`src/rtl/zs_pkg.sv`:
```
// Shared definitions for the zero-skip datapath: default geometry, the beat
// record passed to the downstream slice, the compactor FSM state and a
// popcount helper.
package zs_pkg;

  localparam int unsigned ZsN  = 8;
  localparam int unsigned ZsDw = 8;
  localparam int unsigned ZsIw = $clog2(ZsN);

  typedef struct packed {
    logic [ZsDw-1:0] val;
    logic [ZsIw-1:0] idx;
    logic            last;
    logic            nz;
  } zs_beat_t;

  typedef enum logic [0:0] {
    StIdle,
    StBusy
  } zs_state_e;

  // Population count of up to 64 mask bits; callers zero-extend narrower masks.
  function automatic int unsigned zs_popcount(input logic [63:0] v);
    int unsigned c;
    c = 0;
    for (int i = 0; i < 64; i++) begin
      c += {31'b0, v[i]};
    end
    return c;
  endfunction

endpackage

```
`src/rtl/zs_prio_enc.sv`:
```
// Lowest-set-bit priority encoder: index, one-hot of that bit, and any-set.
module zs_prio_enc #(
  parameter int unsigned N = 8,
  localparam int unsigned IW = $clog2(N)
) (
  input  logic [N-1:0]  mask_i,
  output logic [IW-1:0] idx_o,
  output logic [N-1:0]  onehot_o,
  output logic          any_o
);

  // Scan from the top so the lowest set bit is the last one written.
  always_comb begin
    idx_o    = '0;
    onehot_o = '0;
    for (int i = N - 1; i >= 0; i--) begin
      if (mask_i[i]) begin
        idx_o    = IW'(i);
        onehot_o = N'(1) << i;
      end
    end
    any_o = |mask_i;
  end

endmodule

```
`src/rtl/zs_compactor.sv`:
```
// Zero-skip compactor: takes one N-lane vector per handshake and emits its
// non-zero lanes one beat per cycle, tagged with lane index and last flag.
// An all-zero vector produces a single marker beat with nz_o=0.
// Optional: define ZS_COMPACTOR_STATS_EN to add zskip_cnt_o, a saturating
// count of skipped zero lanes.
module zs_compactor
  import zs_pkg::*;
#(
  parameter int unsigned N  = ZsN,
  parameter int unsigned DW = ZsDw,
  localparam int unsigned IW = $clog2(N)
) (
  input  logic          clk_i,
  input  logic          rst_ni,
  input  logic          clear_i,
  input  logic [N*DW-1:0] vec_i,
  input  logic          vld_i,
  output logic          rdy_o,
  output logic [DW-1:0] val_o,
  output logic [IW-1:0] idx_o,
  output logic          last_o,
  output logic          nz_o,
  output logic          vld_o,
`ifdef ZS_COMPACTOR_STATS_EN
  output logic [31:0]   zskip_cnt_o,
`endif
  input  logic          rdy_i
);

  zs_state_e       state_q, state_d;
  logic [N*DW-1:0] vec_q, vec_d;
  logic [N-1:0]    mask_q, mask_d;
  logic            zflag_q, zflag_d;

  logic [N-1:0]    mask_in;
  logic [IW-1:0]   enc_idx;
  logic [N-1:0]    enc_onehot;
  logic            enc_any;
  logic            busy;
  logic            in_acc;
  logic            beat_acc;

  zs_prio_enc #(
    .N(N)
  ) u_prio_enc (
    .mask_i  (mask_q),
    .idx_o   (enc_idx),
    .onehot_o(enc_onehot),
    .any_o   (enc_any)
  );

  // Per-lane non-zero mask of the incoming vector.
  always_comb begin
    mask_in = '0;
    for (int k = 0; k < N; k++) begin
      mask_in[k] = |vec_i[k*DW +: DW];
    end
  end

  assign busy     = (state_q == StBusy);
  // clear_i vetoes both handshakes in its cycle.
  assign in_acc   = vld_i & rdy_o & ~clear_i;
  assign beat_acc = vld_o & rdy_i & ~clear_i;

  // FSM state register.
  always_ff @(posedge clk_i or negedge rst_ni) begin
    if (!rst_ni) begin
      state_q <= StIdle;
    end else begin
      state_q <= state_d;
    end
  end

  // FSM next state; a new vector taken with the last beat keeps us in BUSY.
  always_comb begin
    state_d = state_q;
    if (clear_i) begin
      state_d = StIdle;
    end else begin
      unique case (state_q)
        StIdle: if (vld_i) state_d = StBusy;
        StBusy: if (beat_acc && last_o) state_d = vld_i ? StBusy : StIdle;
        default: state_d = StIdle;
      endcase
    end
  end

  // FSM outputs; everything is driven from registers except rdy_o via rdy_i.
  always_comb begin
    vld_o  = busy;
    idx_o  = busy ? enc_idx : '0;
    val_o  = busy ? vec_q[enc_idx*DW +: DW] : '0;
    // Last when no bits remain beyond the current one (or zero-vector marker).
    last_o = busy & (~enc_any | ((mask_q & ~enc_onehot) == '0));
    nz_o   = busy & ~zflag_q;
    rdy_o  = busy ? (rdy_i & last_o) : 1'b1;
  end

  // Vector, mask and zero-flag registers.
  always_ff @(posedge clk_i or negedge rst_ni) begin
    if (!rst_ni) begin
      vec_q   <= '0;
      mask_q  <= '0;
      zflag_q <= 1'b0;
    end else begin
      vec_q   <= vec_d;
      mask_q  <= mask_d;
      zflag_q <= zflag_d;
    end
  end

  // Datapath next state: load on acceptance, retire lowest lane per beat.
  always_comb begin
    vec_d   = vec_q;
    mask_d  = mask_q;
    zflag_d = zflag_q;
    if (clear_i) begin
      vec_d   = '0;
      mask_d  = '0;
      zflag_d = 1'b0;
    end else if (in_acc) begin
      vec_d   = vec_i;
      mask_d  = mask_in;
      zflag_d = ~|mask_in;
    end else if (beat_acc) begin
      mask_d = mask_q & ~enc_onehot;
      if (last_o) begin
        vec_d   = '0;
        zflag_d = 1'b0;
      end
    end
  end

`ifdef ZS_COMPACTOR_STATS_EN
  logic [31:0] cnt_q, cnt_d;
  logic [32:0] cnt_sum;

  // Saturating add of zero lanes in each accepted vector.
  always_comb begin
    cnt_sum = {1'b0, cnt_q} + (33'(N) - 33'(zs_popcount(64'(mask_in))));
    cnt_d   = cnt_q;
    if (clear_i) begin
      cnt_d = '0;
    end else if (in_acc) begin
      cnt_d = cnt_sum[32] ? 32'hFFFF_FFFF : cnt_sum[31:0];
    end
  end

  // Skip counter register.
  always_ff @(posedge clk_i or negedge rst_ni) begin
    if (!rst_ni) begin
      cnt_q <= '0;
    end else begin
      cnt_q <= cnt_d;
    end
  end

  assign zskip_cnt_o = cnt_q;
`endif

endmodule

```
`config.mk`:
```
export PLATFORM = sky130hd
export DESIGN_NAME = zs_compactor
export DESIGN_NICKNAME = d
export VERILOG_FILES = /design/src/rtl/zs_pkg.sv /design/src/rtl/zs_prio_enc.sv /design/src/rtl/zs_compactor.sv
export SDC_FILE = /design/constraint.sdc
export NUM_CORES = 1
export LEC_CHECK = 0
export ABC_CLOCK_PERIOD_IN_PS = 2600
export BUFFER_PORTS_ARGS = -buffer_cell sky130_fd_sc_hd__buf_4
export CAP_MARGIN = 25
export CORE_ASPECT_RATIO = 0.9
export CORE_MARGIN = 1.5
export CORE_UTILIZATION = 40
export DETAILED_ROUTE_END_ITERATION = 6
export PLACE_DENSITY = 0.68
export SYNTH_ARGS = -nofsm -noshare
export SYNTH_HDL_FRONTEND = slang
export SYNTH_HIERARCHICAL = 1
export SYNTH_SLANG_ARGS = --single-unit
```
`constraint.sdc`:
```
create_clock -name clk_i -period 2.6 [get_ports clk_i]
set_input_delay 0.26 -clock clk_i [delete_from_list [all_inputs] [get_ports clk_i]]
set_output_delay 0.26 -clock clk_i [all_outputs]
set_load 0.02 [all_outputs]
```
Word level (Yosys, flattened, before mapping)
Cells that the tools add are included.

storage, ports and cells
  memories kept = 0
  flip-flop bits (word level) = 74
  output and inout bits = 15
  ROM bits = 0
  memory bits (writable) = 0
  bits in latches = 0

cells by class
  reduce and logical (&&, ||, !) cells = 16
  mux-type cells = 34
  multiply operators = 0
  div/mod/pow operators = 0
  shift-type cells = 1
  eq/ne operators = 0
  add/sub/neg operators = 0
  bitwise logic cells = 14
  $lt $le $gt $ge = 0

operators with widths
  kind                                  number
  two-way mux 64 bit                    4
  two-way mux 8 bit                     12
  OR reduction 8 bit                    9
  OR reduction 64 bit                   1
  variable part select 64 x 7 -> 8 bit  1
  two-way mux 3 bit                     9
  AND 8 bit                             1
  logical NOT 8 bit                     1
  two-way mux 1 bit                     8
  inverter 8 bit                        1
  AND 1 bit                             7
  nonzero test 3 bit                    2
  inverter 1 bit                        4
  one-hot mux 1 bit (2 select lines)    1
  AND reduction 2 bit                   1
  logical AND 1 bit                     1
  logical NOT 1 bit                     1
  OR 1 bit                              1

Logic depth before layout (Yosys ltp)
Gate-level depths: netlist of the first run.

  depth after elaboration = 19
  depth in mapped cells = 10

Cells and area by module
The synthesis of the first run kept the hierarchy.

by module, submodules not included
  module        area each (um^2)  cells an instance  instances  seq. area each (um^2)
  zs_compactor  3569.7            274                1          1851.8
  zs_prio_enc   145.1             23                 1          0.0

Least setup slack after synthesis of the first run
No wires, ideal clock.

  kind = register to register
  from = register mask_q[2]
  to = register vec_q[0]
  library setup time = 0.121 ns
  arrival time = 2.539 ns
  cell stages (with the launch flop) = 10
  period minus slack after synthesis = 2.660 ns
  setup slack = -0.060 ns
  buffers on the path = 2
  cell sequence = dfrtp_1 > or4_4 > nor3b_1 > nor2b_4 > a2111oi_4 > a21bo_1 > a31oi_1 > buf_6 > buf_6 > a22o_1

on the way
  longest elaborated chain between the ends = 14
  elaborated cells on any way between the ends = 19
  classes of those cells = mux: 6; bitwise: 8; reduce/logical: 5

ends and longest elaborated chain
  what                                                                        line                 RTL
  start: declaration                                                          zs_compactor.sv:32   logic [N-1:0] mask_q, mask_d;
  start signal: assignment                                                    zs_compactor.sv:107  mask_q <= mask_d;
  two-way mux 8 bit (*) (3 in a row)                                          zs_prio_enc.sv:17    if (mask_i[i]) begin
  via enc_onehot[5]                                                           zs_compactor.sv:37   logic [N-1:0] enc_onehot;
  inverter 8 bit (*)                                                          zs_compactor.sv:94   last_o = busy & (~enc_any | ((mask_q & ~enc_onehot) == '0));
  AND 8 bit (*)                                                               zs_compactor.sv:94
  logical NOT 8 bit (*)                                                       zs_compactor.sv:94
  OR 1 bit (*)                                                                zs_compactor.sv:94
  AND 1 bit (*)                                                               zs_compactor.sv:94
  AND 1 bit                                                                   zs_compactor.sv:96   rdy_o = busy ? (rdy_i & last_o) : 1'b1;
  two-way mux 1 bit                                                           zs_compactor.sv:96
  AND 1 bit (2 in a row)                                                      zs_compactor.sv:62   assign in_acc = vld_i & rdy_o & ~clear_i;
  nonzero test 3 bit (no line) / two-way mux 64 bit (equally long branches)   n/a
  AND reduction 2 bit (no line) / two-way mux 64 bit (equally long branches)  n/a
  end signal: assignment                                                      zs_compactor.sv:106  vec_q <= vec_d;
  end: declaration                                                            zs_compactor.sv:31   logic [N*DW-1:0] vec_q, vec_d;

Mark *: on every way through the listed nets, which the timed path passes. The rest lies on a longest branch.
A chain may end at the register's enable or synchronous reset.

Final worst setup path of the first run
  from = register mask_q[2]
  to = output port rdy_o

on the way
  longest elaborated chain between the ends = 10
  elaborated cells on any way between the ends = 12
  classes of those cells = mux: 4; bitwise: 6; reduce/logical: 2

ends and longest elaborated chain
  what                            line                RTL
  two-way mux 8 bit (3 in a row)  zs_prio_enc.sv:17
  via enc_onehot[7]               zs_compactor.sv:37
  inverter 8 bit                  zs_compactor.sv:94
  AND 8 bit                       zs_compactor.sv:94
  logical NOT 8 bit               zs_compactor.sv:94
  OR 1 bit                        zs_compactor.sv:94
  AND 1 bit                       zs_compactor.sv:94
  AND 1 bit                       zs_compactor.sv:96
  two-way mux 1 bit               zs_compactor.sv:96
  end: declaration                zs_compactor.sv:18  output logic rdy_o,

The timed path passes the listed nets, and every way through them passes these cells.

==> results of run 1 <==
-- power breakdown --
group          leakage, nW  switching [mW]  internal [mW]
clock network        0.112           0.482          0.550
logic                 1.21           0.483          0.547
registers            0.987          0.0721           1.25
-- cells in the mapped netlist, types with 7 or more instances --
cell type and n:
nand2_1 13, nor2_1 15, buf_2 11, mux2i_1 8
nor2b_1 7, nor4_1 18, dfrtp_1 74, o21ai_0 7
mux4_2 16, a22o_1 68
-- per-layer routing --
layer | global-route usage (%) | part of all wire [%]
met5 | 0 | 0
met4 | 9.36 | 2.5
met2 | 35.2 | 49
met1 | 28.7 | 44
met3 | 4.28 | 4.7
-- cell families after synthesis --
kind of cell / after synthesis
flip-flops: 74
buffers and inverters: 30
multiplexers: 24
AO/OA/AOI/OAI: 98
AND/OR/NAND/NOR: 71
-- area by class of cell --
cell class | instances | area, um^2
multi-input cells | 193 | 1760
repair buffers | 111 | 947
inverters | 7 | 26.3
clock inverters | 7 | 101
well taps | 122 | 153
clock buffers | 9 | 124
fillers | 776 | 4120
flip-flops and latches | 74 | 1850
-- timing repair --
action,in CTS,in global routing
resized for setup,21,6
pin swaps,34,4
gates cloned,1,1
setup buffers,5,1
hold buffers,0,0
endpoints found under the setup margin,11,81
-- registers in the layout, indices dropped and copies added, names as in the netlist --
register,cells
vec_q,64
mask_q,8
vld_o,1
zflag_q,1
-- path summary, 6_finish.rpt --
path                           start   endpoint  slack (ns)
setup / recovery           mask_q[2]      rdy_o       -0.24
hold / removal                rst_ni  vec_q[45]        0.03
setup reg to reg           mask_q[2]  vec_q[41]       -0.18
hold reg to reg            vec_q[60]  vec_q[60]        0.51
max in group asynchronous     rst_ni  mask_q[5]        1.91
min in group clk_i           clear_i      vld_o        0.09
-- metrics by stage --
step / utilization, % / total power, mW
3_5_place_dp: 50.3 / 2.25
2_1_floorplan: - / 1.88
5_1_grt: 54.7 / 3.54
6_report: 54.7 / 3.39
3_3_place_gp: 50.3 / 2.23
4_1_cts: 54.1 / 3.36
-- worst max-delay path: stages, from the launching register on --
cell,delay [ns]
dfrtp_1,0.39
or4_4,0.59
nor3_4,0.16
and2_1,0.16
inv_2,0.05
a2111oi_4,0.30
a21bo_1,0.20
buf_6,0.11
a21o_1,0.15
buf_6,0.13
==> flow_metrics.tcl, run 1 <==
set metrics [dict create \
    synth_area_leaders "dfrtp_1, a22o_1, mux4_2" \
    arrival_ns 2.58 \
    cp-end-kind "output pin" \
    slew_violations 0 \
    cts-root-buf "clkbuf_8" \
    synth_top_area_share_pct 49.8 \
    clockBufferDepth 2 \
    yosysTopAreaCell "dfrtp_1" \
    ys_seq_area_share_pct 49.8 \
    dr.first_iter.drc_count 169 \
    fp.dieW_um 105 \
    post_synth_num_cell_types 37 \
    worstSetupPathType "flop to output pin" \
    die_h_um 94.4 \
    routed_wl_um 10200 \
    viasPerCell 5.71 \
    p_per_area_nw_per_um2 682 \
    ant_nets 0 \
    cts_tree "built" \
    synth_mux_area_share_pct 11.9 \
    final_common_cell "buf_4" \
    synth_edf_count 0 \
    synth-compound-area-share_pct 22.6 \
    max_freq_mhz 352 \
    via_count 2986 \
    synth_nets 366 \
    grtUsageTotal_pct 21.7 \
    routabilityCongestion 0.864 \
    dp.cells 499 \
    critPathRequiredTime_ns 2.34 \
    setup_ws_ns -0.237 \
    placed_area_um2 4570 \
    grt_max_degree 75 \
    stdcell_count 523 \
    syn_to_final_growth_pct 33.7 \
    outcome "finished, violations left" \
    r2r_cells 11 \
    synth-seq-cells 74 \
    rows 33 \
    avgSynthCellArea_um2 12.5 \
    layout-drive-gt1-share_pct 40.1 \
    dp_hpwl_um 7260 \
    relSlewSlack_pct 38.1 \
    synth-simple-area-share_pct 10.9 \
    drc 0 \
    min_path_type "input port to asynchronous set/reset pin" \
    ys_warn_count 6 \
    hold_violations 0 \
    grt_pass1_vias 3093 \
    dp_slack_ns 0.0196 \
    finalSetupTns_ns -11.07 \
    synthCells 297 \
    dieArea_um2 9870 \
    synth-main-ff-cell "dfrtp_1" \
    design_area_um2 4970 \
    htreeDepth 3 \
    synth_top_family_by_area "compound AO/OA/AOI/OAI gates" \
    fin_hold_ws_ns 0.0269 \
    ios 84 \
    setup_viol 76 \
    start_util_pct 40.9 \
    core_um2 9080 \
    port_buffers 83 \
    synth_xor_area_share_pct 0 \
    antenna_found_initial 0 \
    post_drt_wl_per_cell_um 19.6 \
    cp_max_fo 4 \
    synthesis.area_um2 3710 \
    overflow 0 \
    insertion_delay_ns 0.36 \
    cap_violations 0 \
    skew_ns 0.00784 \
    cts_buffers 9 \
    rsz0062_at_grt "yes" \
    clock-sinks 74 \
    path_clk_slew_ns 0.08 \
    worstMarginPinSlew_ns 0.928 \
    start_kind "flop" \
    post-route-period-util_pct 109 \
    grt_pass1_wl_um 16300 \
    firstDrtPassIters 4 \
    async_reset_ff_share_pct 100 \
    antennaDiodeCount 0 \
    peakVddDrop_mv 0.279 \
    final_nets 465 \
    mostFrequentLayoutCells "buf_4, dfrtp_1, a22o_1" \
    leakage_nw 2.31 \
    fin_crit_ns 2.84 \
    violations "negative setup slack" \
    synth_fa_ha_area_share_pct 0 \
]
Power figures use the tool's default switching activity.
==> run 2: changes to the inputs <==
--- a/config.mk
+++ b/config.mk
@@ -5,12 +5,14 @@
 export SDC_FILE = /design/constraint.sdc
 export NUM_CORES = 1
 export LEC_CHECK = 0
+export ABC_AREA = 1
 export ABC_CLOCK_PERIOD_IN_PS = 2600
 export BUFFER_PORTS_ARGS = -buffer_cell sky130_fd_sc_hd__buf_4
 export CAP_MARGIN = 25
 export CORE_ASPECT_RATIO = 0.9
 export CORE_MARGIN = 1.5
 export CORE_UTILIZATION = 40
+export CTS_CLUSTER_DIAMETER = 60
 export DETAILED_ROUTE_END_ITERATION = 6
 export PLACE_DENSITY = 0.68
 export SYNTH_ARGS = -nofsm -noshare
==> flow_metrics.tcl, run 2 <==
set metrics [dict create \
    layout-drive-gt1-share_pct 25.0 \
    worstSetupPathType "flop to output pin" \
    ant_nets 0 \
    worstMarginPinSlew_ns 0.704 \
    core_um2 10200 \
    min_path_cells 2 \
    antennaDiodeCount 0 \
    grtUsageTotal_pct 22.2 \
    via_count 4159 \
    grt_pass1_wl_um 19700 \
    cts_buffers 9 \
    rows 35 \
    setup_viol 0 \
    synth-main-ff-cell "dfrtp_1" \
    ys_warn_count 6 \
    cts_tree "built" \
    max_freq_mhz 397 \
    top_register "vec_q" \
    port_buffers 83 \
    ios 84 \
    skew_ns 0.00621 \
    avgSynthCellArea_um2 7.35 \
    hold_violations 0 \
    p_per_area_nw_per_um2 709 \
    fin_crit_ns 2.52 \
    synthCells 567 \
    p_sw_mw 1.25 \
    post_synth_num_cell_types 28 \
    grt.busiest_layer "met2" \
    internal_power_mw 2.56 \
    cp_max_fo 16 \
    die_h_um 99.8 \
    syn_to_final_growth_pct 29.0 \
    reg_top3 "vec_q (64), mask_q (8)" \
    cts-root-buf "clkbuf_16" \
    synth_common_cells "nand2_1, dfrtp_1, nand3_1" \
    clockBufferDepth 2 \
    cp-end-kind "output pin" \
    grt.met2_usage_pct 34.5 \
    final_common_cell "nand2_1" \
    start_util_pct 40.8 \
    post-route-period-util_pct 96.8 \
    p_clk_share_pct 35.5 \
    nFillCells 974 \
    post_drt_wl_per_cell_um 16.0 \
    dp.cells 749 \
    slew_violations 0 \
    grt.met3_usage_pct 4.17 \
    synth_top_area_share_pct 44.5 \
    final_core_util_pct 52.7 \
    min_path_type "input port to flop" \
    switching_share_pct 32.8 \
    mostFrequentLayoutCells "nand2_1, buf_4, dfrtp_1" \
    stdcell_count 773 \
    overflow 0 \
    r2r_setup_slack_ns 0.18 \
    firstDrtPassIters 5 \
    comb_power_share_pct 29.8 \
    insertion_delay_ns 0.33 \
    drc 0 \
    critPathRequiredTime_ns 2.34 \
    power_frac_seq_pct 34.7 \
    min_from "clear_i" \
    dp_hpwl_um 8380 \
    routed_wl_um 12400 \
    outcome "finished, final reports clean" \
    start_kind "flop" \
    htreeDepth 3 \
    dr.first_iter.drc_count 253 \
    p_total_mw 3.81 \
    viasPerCell 5.38 \
    ys_seq_area_share_pct 44.5 \
    routabilityCongestion 0.863 \
    synth_nets 636 \
    arrival_ns 2.26 \
    synth-seq-cells 74 \
    clock-sinks 74 \
    antenna_found_initial 0 \
    cap_violations 0 \
    synth_most_common_cell "nand2_1" \
    relSlewSlack_pct 53.1 \
    dp_slack_ns 0.289 \
    synth_area_leaders "dfrtp_1, nand2_1, nand3_1" \
    yosysTopAreaCell "dfrtp_1" \
    r2r_cells 15 \
    async_reset_ff_share_pct 100 \
    finalSetupTns_ns 0 \
    grt_pass1_vias 3921 \
    peakVddDrop_mv 0.352 \
    r2r-end "vec_q[4]" \
    setup_ws_ns 0.0834 \
    final_nets 708 \
    dieArea_um2 11000 \
    whs_endpoint "vld_o" \
    met1_usage_pct 30.3 \
    synth_edf_count 0 \
    leakage_nw 2.79 \
    synthesis.area_um2 4170 \
    largest_reg_flops 64 \
    timing.rr.start "mask_q[1]" \
    grt_max_degree 75 \
    path_clk_slew_ns 0.06 \
    fp.dieW_um 111 \
]
[run 2: cells by family (layout without fill, tap and decap cells)]
logic type,count (synthesis),after routing,share of synthesized area (%)
flops,74,74,44.5
simple gates,372,372,39.6
buf+inv,73,150,8.26
compound gates,48,48,7.66
[run 2: metrics by stage]
stage / hold WS (ns) / cell area (um^2)
detailed placement: 0.462 / 4820
CTS: 0.112 / 5200
global route: 0.135 / 5380
global placement: 0.464 / 4820
finish: 0.136 / 5380
floorplan: -0.0356 / 4170
[run 2: cell type report]
cell class	instances	area, um^2	area share [%]
clock inverters	7	100	1.86
flip-flops and latches	74	1860	34.5
clock buffers	9	225	4.19
inverters	37	139	2.58
repair buffers	97	850	15.8
multi-input cells	420	2040	38.0
well taps	129	161	3.00
[run 2: worst max-delay path, cell delays in order, from the launching register on]
cell and delay [ns]:
dfrtp_2 0.45, nor2_2 0.13, nand2_2 0.08, a21oi_4 0.29, buf_12 0.15, buf_16 0.13
nor2_1 0.05, o32ai_1 0.28, nand2_1 0.10, o21ai_0 0.10, buf_4 0.17
[run 2: timing repair]
action | 4_1_cts | 5_1_grt
hold buffers | 0 | 1
setup endpoints to repair | 6 | 10
resized for setup | 6 | 24
gates cloned | 1 | 1
setup buffers | 0 | 4
pin swaps | 0 | 3
endpoints found under the hold margin | 0 | 2
[run 2: worst max-delay path by stage]
stage                    from        end  slack, ns  cells past startpoint
floorplan           mask_q[6]   val_o[2]       0.36                     11
global placement    mask_q[1]  mask_q[2]       0.32                     17
detailed placement  mask_q[6]   val_o[5]       0.29                     11
CTS                 mask_q[6]   val_o[5]       0.03                     11
global route        mask_q[5]   val_o[3]      -0.03                     11
finish              mask_q[4]   val_o[0]       0.08                     10
[run 2: power groups by stage]
stage / clock network [mW] / registers (mW) / logic, mW
CTS: 1.37 / 1.32 / 1.00
detailed placement: 0 / 1.34 / 0.943
floorplan: 0 / 1.31 / 0.629
global placement: 0 / 1.34 / 0.935
finish: 1.35 / 1.32 / 1.14
global route: 1.42 / 1.33 / 1.24
[run 2: layer usage]
layer,vias up,wire length [um]
li1,1995,-
met1,1941,5420
met2,191,5630
met3,32,893
met4,0,429
met5,-,0
